<file path="src/rtl/uart_tx_arb_pkg.sv">
// Shared definitions for the uart_tx_arb requester arbiter.
//   arb_state_e       : FSM states. The encodings are the values the older
//                       Verilog code used, so waveforms still line up.
//   TIMEOUT_CLKS_DFLT : default txack watchdog limit in clocks.
//   rr_wrap()         : round-robin successor index that wraps to 0 after
//                       n_req-1.
package uart_tx_arb_pkg;

    typedef enum logic [1:0] {
        ST_IDLE       = 2'd0,
        ST_SEND       = 2'd1,
        ST_WAIT_OWNER = 2'd2
    } arb_state_e;

    localparam int unsigned TIMEOUT_CLKS_DFLT = 65535;

    function automatic int unsigned rr_wrap(input int unsigned idx,
                                            input int unsigned n_req);
        return (idx + 1 >= n_req) ? 0 : idx + 1;
    endfunction

endpackage

</file>
<file path="src/rtl/uart_rr_pick.sv">
// Combinational round-robin picker.
//   req   : per-requester valid vector
//   ptr   : index where the search starts (highest priority)
//   found : at least one req bit is set
//   idx   : first set index at or after ptr, wrapping modulo N_REQ
module uart_rr_pick
    import uart_tx_arb_pkg::*;
#(
    parameter int unsigned N_REQ = 4,
    parameter int unsigned IDXW  = 2
) (
    input  logic [N_REQ-1:0] req,
    input  logic [IDXW-1:0]  ptr,
    output logic             found,
    output logic [IDXW-1:0]  idx
);

    always_comb begin
        int unsigned cand;
        found = 1'b0;
        idx   = '0;
        cand  = 32'(ptr) % N_REQ;
        for (int unsigned k = 0; k < N_REQ; k++) begin
            if (!found && req[cand]) begin
                found = 1'b1;
                idx   = IDXW'(cand);
            end
            cand = rr_wrap(cand, N_REQ);
        end
    end

endmodule

</file>
<file path="src/rtl/uart_tx_arb.sv">
// Round-robin arbiter sharing one uart_drv transmitter between N_REQ
// requesters, with multi-byte packet locking, back-to-back bytes and a txack
// watchdog.
//   clk, reset             : clock, synchronous active-high reset
//   req_valid/data/last    : per-requester byte offer (byte i at [8i+7:8i])
//   req_ready              : one-hot accept, combinational
//   txdata, txrdy, txack   : uart_drv handshake
//   busy                   : FSM not idle
//   owner                  : current or last granted requester
//   timeout_err            : sticky watchdog flag
module uart_tx_arb
    import uart_tx_arb_pkg::*;
#(
    parameter int unsigned N_REQ        = 4,
    parameter int unsigned IDXW         = 2,
    parameter int unsigned TIMEOUT_CLKS = TIMEOUT_CLKS_DFLT
) (
    input  logic               clk,
    input  logic               reset,
    input  logic [N_REQ-1:0]   req_valid,
    input  logic [N_REQ*8-1:0] req_data,
    input  logic [N_REQ-1:0]   req_last,
    output logic [N_REQ-1:0]   req_ready,
    output logic [7:0]         txdata,
    output logic               txrdy,
    input  logic               txack,
    output logic               busy,
    output logic [IDXW-1:0]    owner,
    output logic               timeout_err
);

    // Count never exceeds TIMEOUT_CLKS-1: that value either aborts or is
    // cleared by txack on the following edge.
    localparam int unsigned WDW     = (TIMEOUT_CLKS > 1) ? $clog2(TIMEOUT_CLKS) : 1;
    localparam int unsigned WD_LAST = (TIMEOUT_CLKS == 0) ? 0 : TIMEOUT_CLKS - 1;

    arb_state_e      state_q, state_d;
    logic [7:0]      txdata_q, txdata_d;
    logic            txrdy_q, txrdy_d;
    logic [IDXW-1:0] owner_q, owner_d;
    logic            lock_q, lock_d;
    logic [IDXW-1:0] rr_q, rr_d;
    logic [WDW-1:0]  wd_q, wd_d;
    logic            terr_q, terr_d;

    logic            pick_found;
    logic [IDXW-1:0] pick_idx;
    logic            acc_en;
    logic [IDXW-1:0] acc_idx;
    logic            wd_hit;

    uart_rr_pick #(
        .N_REQ (N_REQ),
        .IDXW  (IDXW)
    ) u_pick (
        .req   (req_valid),
        .ptr   (rr_q),
        .found (pick_found),
        .idx   (pick_idx)
    );

    always_comb begin
        state_d   = state_q;
        txdata_d  = txdata_q;
        txrdy_d   = txrdy_q;
        owner_d   = owner_q;
        lock_d    = lock_q;
        rr_d      = rr_q;
        wd_d      = wd_q;
        terr_d    = terr_q;
        req_ready = '0;
        acc_en    = 1'b0;
        acc_idx   = pick_idx;
        wd_hit    = (TIMEOUT_CLKS != 0) && (wd_q == WDW'(WD_LAST));

        case (state_q)
            ST_IDLE: begin
                if (pick_found) begin
                    acc_en = 1'b1;
                end
            end
            ST_SEND: begin
                // txack takes priority over a watchdog expiry in the same cycle.
                if (txack) begin
                    wd_d = '0;
                    if (lock_q) begin
                        if (req_valid[owner_q]) begin
                            acc_en  = 1'b1;
                            acc_idx = owner_q;
                        end else begin
                            state_d = ST_WAIT_OWNER;
                            txrdy_d = 1'b0;
                        end
                    end else if (pick_found) begin
                        acc_en = 1'b1;
                    end else begin
                        state_d = ST_IDLE;
                        txrdy_d = 1'b0;
                    end
                end else if (wd_hit) begin
                    terr_d  = 1'b1;
                    txrdy_d = 1'b0;
                    lock_d  = 1'b0;
                    rr_d    = IDXW'(rr_wrap(32'(owner_q), N_REQ));
                    wd_d    = '0;
                    state_d = ST_IDLE;
                end else if (TIMEOUT_CLKS != 0) begin
                    wd_d = wd_q + WDW'(1);
                end
            end
            ST_WAIT_OWNER: begin
                // Only the packet owner may continue; everyone else waits.
                if (req_valid[owner_q]) begin
                    acc_en  = 1'b1;
                    acc_idx = owner_q;
                end else if (wd_hit) begin
                    terr_d  = 1'b1;
                    lock_d  = 1'b0;
                    rr_d    = IDXW'(rr_wrap(32'(owner_q), N_REQ));
                    wd_d    = '0;
                    state_d = ST_IDLE;
                end else if (TIMEOUT_CLKS != 0) begin
                    wd_d = wd_q + WDW'(1);
                end
            end
            default: begin
                state_d = ST_IDLE;
                txrdy_d = 1'b0;
            end
        endcase

        if (acc_en) begin
            req_ready[acc_idx] = 1'b1;
            txdata_d = req_data[8*32'(acc_idx) +: 8];
            owner_d  = acc_idx;
            lock_d   = !req_last[acc_idx];
            txrdy_d  = 1'b1;
            wd_d     = '0;
            state_d  = ST_SEND;
            if (req_last[acc_idx]) begin
                rr_d = IDXW'(rr_wrap(32'(acc_idx), N_REQ));
            end
        end
    end

    always_ff @(posedge clk) begin
        if (reset) begin
            state_q  <= ST_IDLE;
            txdata_q <= '0;
            txrdy_q  <= 1'b0;
            owner_q  <= '0;
            lock_q   <= 1'b0;
            rr_q     <= '0;
            wd_q     <= '0;
            terr_q   <= 1'b0;
        end else begin
            state_q  <= state_d;
            txdata_q <= txdata_d;
            txrdy_q  <= txrdy_d;
            owner_q  <= owner_d;
            lock_q   <= lock_d;
            rr_q     <= rr_d;
            wd_q     <= wd_d;
            terr_q   <= terr_d;
        end
    end

    assign txdata      = txdata_q;
    assign txrdy       = txrdy_q;
    assign owner       = owner_q;
    assign busy        = (state_q != ST_IDLE);
    assign timeout_err = terr_q;

endmodule

</file>
<file path="config.mk">
export PLATFORM = sky130hd
export DESIGN_NAME = uart_tx_arb
export DESIGN_NICKNAME = d
export VERILOG_FILES = /design/src/rtl/uart_tx_arb_pkg.sv /design/src/rtl/uart_rr_pick.sv /design/src/rtl/uart_tx_arb.sv
export SDC_FILE = /design/constraint.sdc
export NUM_CORES = 1
export LEC_CHECK = 0
export CAP_MARGIN = 20
export CORE_MARGIN = 1
export CORE_UTILIZATION = 54
export CTS_CLUSTER_SIZE = 40
export DETAILED_ROUTE_END_ITERATION = 8
export GPL_TIMING_DRIVEN = 0
export MAX_ROUTING_LAYER = met4
export PLACE_DENSITY = 0.84
export SYNTH_ARGS = -nofsm -noshare
export SYNTH_HDL_FRONTEND = slang
export SYNTH_SLANG_ARGS = --single-unit
</file>
<file path="constraint.sdc">
create_clock -name clk -period 7.3 [get_ports clk]
set_input_delay 0.73 -clock clk [delete_from_list [all_inputs] [get_ports clk]]
set_output_delay 0.73 -clock clk [all_outputs]
set_load 0.01 [all_outputs]
</file>
Yosys cells after proc, flatten, opt, wreduce, memory -nomap -nowiden
Index checks and enable logic that the tools add are counted.
{"block": "word_totals", "register_bits": 33, "in_bits": 43, "wordCells": 134}
{"block": "op_classes", "addsub": 6, "order_cmp": 12, "eq_ne": 14, "n_shift": 1, "muxes": 71, "n_bitwise": 1, "reduce_logical": 20}
{"op": "32-bit by 3-bit greater-or-equal comparator with 1-bit output, second input constant", "n": 3}
{"op": "32-bit by 3-bit < comparator with 1-bit output, second input constant", "n": 3}
{"op": "32-bit 2-to-1 mux", "n": 3}
{"op": "32-bit by 1-bit adder with 32-bit output, second input constant", "n": 2}
{"op": "16-bit 2-to-1 mux", "n": 3}
{"op": "2-bit 2-to-1 mux", "n": 20}
{"op": "16-bit case mux with 2 select lines", "n": 1}
{"op": "32-bit by 6-bit variable part select with 8-bit output", "n": 1}
{"op": "1-bit 2-to-1 mux", "n": 29}
{"op": "16-bit by 1-bit adder with 16-bit output, second input constant", "n": 1}
{"op": "16-bit == test, second input constant", "n": 1}
{"op": "1-bit binary-select mux with 2-bit select", "n": 6}
{"op": "4-bit inequality test, second input constant", "n": 3}
{"op": "4-bit AND reduction", "n": 3}
{"op": "5-bit inequality test, second input constant", "n": 2}
{"op": "2-bit by 1-bit adder with 3-bit output, second input constant", "n": 3}
{"op": "2-bit by 3-bit < comparator with 1-bit output, second input constant", "n": 3}
{"op": "2-bit case mux with 2 select lines", "n": 2}
{"op": "3-bit greater-or-equal comparator, second input constant", "n": 2}
{"op": "2-bit inequality test, second input constant", "n": 3}
{"op": "3-bit inequality test, second input constant", "n": 2}
{"op": "1-bit case mux with 2 select lines", "n": 3}
{"op": "2-bit case mux with 3 select lines", "n": 1}
{"op": "3-bit AND reduction", "n": 2}
{"op": "15 further kinds", "n": 23}

Longest topological paths before layout
{"block": "depth", "word_depth": 22, "ltp_mapped": 15}

Cells and area by module
A second synthesis with hierarchy kept.
{"block": "hier_totals", "cells_unflattened": 298, "area_unflattened_um2": 2608.8}
{"mod": "uart_tx_arb", "n_inst": 1, "cells_each": 254, "area_per_inst_um2": 2311.0}
{"mod": "uart_rr_pick", "n_inst": 1, "cells_each": 44, "area_per_inst_um2": 297.8}

Worst setup path after synthesis
OpenSTA, ideal clock, no wires.
{"block": "synth_timing", "kind": "register to output", "from": "register rr_q[0]", "to": "output port req_ready[1]", "arrival_time_ps": 2803, "required_ps": 6570, "slack_ps": 3767, "path_stages_with_launch": 16, "n_path_buf": 4, "cell_sequence": "dfxtp_1 > buf_2 > buf_4 > inv_1 > ha_1 > buf_2 > mux2i_1 > mux2i_4 > nor3_1 > a221o_1 > o21ai_2 > clkinv_1 > buf_2 > ha_1 > inv_1 > nor2_1"}
{"block": "synth_via", "elab_chain_len": 22, "word_cells_on_any_way": 45}
{"element": "start: declaration", "line_no": "uart_tx_arb.sv:42", "text": "logic [IDXW-1:0] rr_q, rr_d;"}
{"element": "start signal: assignment", "line_no": "uart_tx_arb.sv:162", "text": "rr_q <= rr_d;"}
{"element": "2-bit by 1-bit adder with 3-bit output", "line_no": "uart_tx_arb_pkg.sv:19", "text": "return (idx + 1 >= n_req) ? 0 : idx + 1;"}
{"element": "32-bit by 3-bit greater-or-equal comparator with 1-bit output", "line_no": "uart_tx_arb_pkg.sv:19"}
{"element": "32-bit 2-to-1 mux", "line_no": "uart_tx_arb_pkg.sv:19"}
{"element": "32-bit by 1-bit adder with 32-bit output / 1-bit binary-select mux with 2-bit select (equally long branches)", "line_no": "uart_tx_arb_pkg.sv:19, uart_rr_pick.sv:24"}
{"element": "32-bit by 3-bit greater-or-equal comparator with 1-bit output / 1-bit 2-to-1 mux (equally long branches)", "line_no": "uart_tx_arb_pkg.sv:19, uart_rr_pick.sv:24"}
{"element": "32-bit 2-to-1 mux / 1-bit logical AND (equally long branches)", "line_no": "uart_tx_arb_pkg.sv:19, uart_rr_pick.sv:24"}
{"element": "32-bit by 1-bit adder with 32-bit output (tied with other cells)", "line_no": "uart_tx_arb_pkg.sv:19"}
{"element": "32-bit by 3-bit greater-or-equal comparator with 1-bit output (tied with other cells)", "line_no": "uart_tx_arb_pkg.sv:19"}
{"element": "[... 7 more ...]"}
{"element": "2-bit 2-to-1 mux", "line_no": "uart_tx_arb.sv:84", "text": "if (txack) begin"}
{"element": "2-bit case mux with 2 select lines (*)", "line_no": "uart_tx_arb.sv:76", "text": "case (state_q)"}
{"element": "via acc_idx[0]", "line_no": "uart_tx_arb.sv:49", "text": "logic [IDXW-1:0] acc_idx;"}
{"element": "2-bit by 3-bit < comparator with 1-bit output (not written as such) / 2-bit by 1-bit greater-or-equal comparator with 1-bit output (equally long branches)", "line_no": "uart_tx_arb.sv:133", "text": "req_ready[acc_idx] = 1'b1;"}
{"element": "1-bit logical AND (not written as such)", "line_no": "uart_tx_arb.sv:133"}
{"element": "1-bit 2-to-1 mux (not written as such)", "line_no": "uart_tx_arb.sv:133"}
{"element": "1-bit demux with 2-bit select (*)", "line_no": "uart_tx_arb.sv:133"}
{"element": "4-bit 2-to-1 mux (*)", "line_no": "uart_tx_arb.sv:132", "text": "if (acc_en) begin"}
{"element": "end: declaration", "line_no": "uart_tx_arb.sv:23", "text": "output logic [N_REQ-1:0] req_ready,"}
Mark *: on every way through the listed nets, which the timed path passes. The rest lies on a longest branch. The select of a mux whose other input is x is not followed.

Worst setup path after layout
Same ends and word-level chain as after synthesis.

==> metrics <==
final slew viol count=0; Fill cells=348; Simple-Gate Fraction of Synth Area=21.0%; die width=70.7 um; area fraction in compound gates after synthesis=16.0%; Die ar.=4990 um^2; Crit. End Element=output pin; top cells by count, synth=nor2_1 (38), dfxtp_1 (33), mux2i_1 (24); deepest clock path buffer count=2; Fin Clk Skew=0.00421 ns; register area=661 um^2; sequential area share after synthesis=25.9%; # port buffers=57; vias in the first global route=2,264; FP Rows=24; Routed WL per cell=13.8 um; CTS sink cnt=33; DP Wirelength=4500 um; ys async rst share=0%; delay-heaviest family, CP=buffers and inverters; Synth Area in Adders=7.86%; final setup vio count=0; CTS Buf Count=5; CP max stage delay=0.49 ns; Die H=70.7 um; layout cells sized above 1=11.2%; CTS tree=yes; gpl congestion=0.844; post-route setup TNS=0 ns; Post-synth EDFFs=0; status=complete, but fails checks; initial DRC count=175; unique cell type count in the Yosys netlist=58; CP most frequent cell=buf_2; mux cell area share after synthesis=18.0%; Final Hold Vio Count=0; most frequent cell after synthesis=nor2_1; fin util=73.5%; htree depth=2; Via density=5.71; crit start category=flop; Worst-Margin Slew=0.436 ns; Overflow after GRT=0; critical path arrival=4.07 ns; P per Cell Area=317 nW/um^2; maxcap violations=0; relative slew slack=70.6%; setup slack at placement=2.83 ns; post-synthesis sequential element count=33; Initial Utilization=57.3%; Fmax=209 MHz; Static Leakage=1.21 nW; GRT Total Usage=25.7%; Finished Cell Area=3270 um^2; first-pass GRT wire length=10,100 um; Comb power frac=63.6%; Hold-fix buffers, CTS=0; antenna cells=0; synthesized area=2550 um^2; CP bufs+invs=8; Final ANT Viol Nets=0; VDD IR-drop max=190 uV; IO Pins=60; ys flop type=dfxtp_1; post-route clock period utilization=65.7%; post-route setup slack=2.50 ns; clock-pin slew on the worst setup and hold paths=0.07 ns; largest cells by area after synthesis=dfxtp_1 (26%), mux2i_1 (9.4%), ha_1 (7.9%); worst min path class=flop to flop; Clk pwr share=13.0%; clk_lat worst skew=0.29 ns; Post-Route WL=5800 um; kind of critical path=flop to output pin; largest net degree at the start of global routing=13; vias=2,394; 1st-pass router iterations=6; switching power total=0.000430 W; post-synth top area share=25.9%; Syn Nets=361; yosys warns=0; internal power=0.000607 W; setup bufs post-CTS=0; CTS root buf=clkbuf_8; nets@finish=425; crit path max fanout=12; post-route DRC violation count=4; syn avg cell area=8.43 um^2; Placeable Area=4440 um^2; Flop pwr share=23.3%; initial antenna violation count=0; Post-Synth XOR/XNOR Area=4.82%; Cells after Synth=302; worst path cell trace=buf_2 -> buf_4 -> inv_1 -> ha_1 -> buf_2 -> mux2i_1 -> mux2i_4 -> nor3_1 -> a221o_1 -> o21ai_2 -> clkinv_1 -> buf_2 -> ha_1 -> inv_1 -> nor2_1 -> clkdlybuf4s50_1; failing checks=design-rule violations; Synth area leader=dfxtp_1; largest family of logic cells by synthesized area=simple AND/OR/NAND/NOR gates; Req. time, crit path=6.57 ns; RSZ-0062 raised after global routing=no; # resized after CTS=0; Placed Area=3180 um^2; Sw Share=41.5%; Max stage delay cell, worst path=clkdlybuf4s50_1; Final Critical Period=4.80 ns; Layout Area Growth over Synthesis=28.4%; multi-input logic area=1720 um^2
[path summary, 6_finish.rpt]
path / start / endpoint / slack, ns / depth (start not counted)
worst max-delay path: rr_q[0]$_SDFF_PP0_ / req_ready[1] / 2.50 / 16
worst min-delay path: timeout_err$_SDFFE_PP0P_ / timeout_err$_SDFFE_PP0P_ / 0.48 / 2
worst max register to register: rr_q[0]$_SDFF_PP0_ / rr_q[1]$_SDFF_PP0_ / 3.50 / 15
worst min register to register: timeout_err$_SDFFE_PP0P_ / timeout_err$_SDFFE_PP0P_ / 0.48 / 2
[routing by layer]
metal | share of wire (%) | wire, um | track usage, % | vias to the layer above
met2 | 46 | 2660 | 41.3 | 94
met1 | 45 | 2620 | 31.8 | 1102
met4 | 1.5 | 88 | 8.44 | 0
met3 | 7.4 | 431 | 6.55 | 10
met5 | 0 | 0 | - | -
li1 | - | - | - | 1188
[logic make-up (layout without fill, tap and decap cells)]
| family | count (synthesis) | count (layout) |
|---|---|---|
| AOI/OAI and AO/OA | 58 | 58 |
| xor gates and xnor gates | 14 | 14 |
| adders and majority gates | 16 | 16 |
| buffers and inverters | 35 | 100 |
| DFF | 33 | 33 |
| muxes | 40 | 40 |
| and+or+nand+nor | 106 | 106 |
[state kept, by name, indices dropped and copies added, names as in the netlist]
signal and count:
txrdy 1, timeout_err 1, wd_q 16, state_q 2, rr_q 2, owner 2
lock_q 1, txdata 8
[worst reg2reg max path: cells and delay by family (launching register included)]
family	cells	cell delay [ns]
compound gates	2	0.67
fa+ha+maj	2	0.58
buf+inv	6	1.11
flops	1	0.38
mux	3	0.75
simple gates	2	0.21
[power groups by stage]
stage	sequential, W	combinational (W)	clock, W
2_1_floorplan	0.000251	0.000459	0
4_1_cts	0.000242	0.000659	0.000137
5_1_grt	0.000247	0.000726	0.000144
3_3_place_gp	0.000243	0.000642	0
3_5_place_dp	0.000246	0.000654	0
6_report	0.000242	0.000660	0.000135
[cell usage in the layout (no fill, tap or decap), types with 7 or more instances in the layout]
cell type / netlist / routed
o21ai_1: 9 / 9
o21ai_0: 10 / 10
nand3b_1: 8 / 8
buf_2: 7 / 7
clkdlybuf4s50_1: 0 / 57
xor2_1: 10 / 10
nand2_1: 16 / 16
nor2_1: 38 / 38
nand4_1: 8 / 8
ha_1: 16 / 16
mux2_2: 10 / 10
mux2i_1: 24 / 24
nor3_1: 8 / 8
a21oi_1: 10 / 10
dfxtp_1: 33 / 33
inv_1: 16 / 16
[per-stage QoR]
| step | hold slack [ns] | std cells | total power (W) |
|---|---|---|---|
| after floorplan | 0.470 | 302 | 0.000710 |
| after global placement | 0.459 | 411 | 0.000885 |
| after detailed placement | 0.462 | 411 | 0.000900 |
| after CTS | 0.472 | 419 | 0.00104 |
| after global routing | 0.498 | 419 | 0.00112 |
| final | 0.475 | 419 | 0.00104 |
[final cells by class]
type                            instances  share of cell area [%]
Tap cell                               52                    1.99
Sequential cell                        33                    20.2
Multi-Input combinational cell        234                    52.7
Buffer                                 18                    3.02
Clock buffer                            5                    2.11
Clock inverter                          3                   0.536
Inverter                               17                    1.95
Timing Repair Buffer                   57                    17.5
No activity file was read; power rests on OpenSTA's default activity.
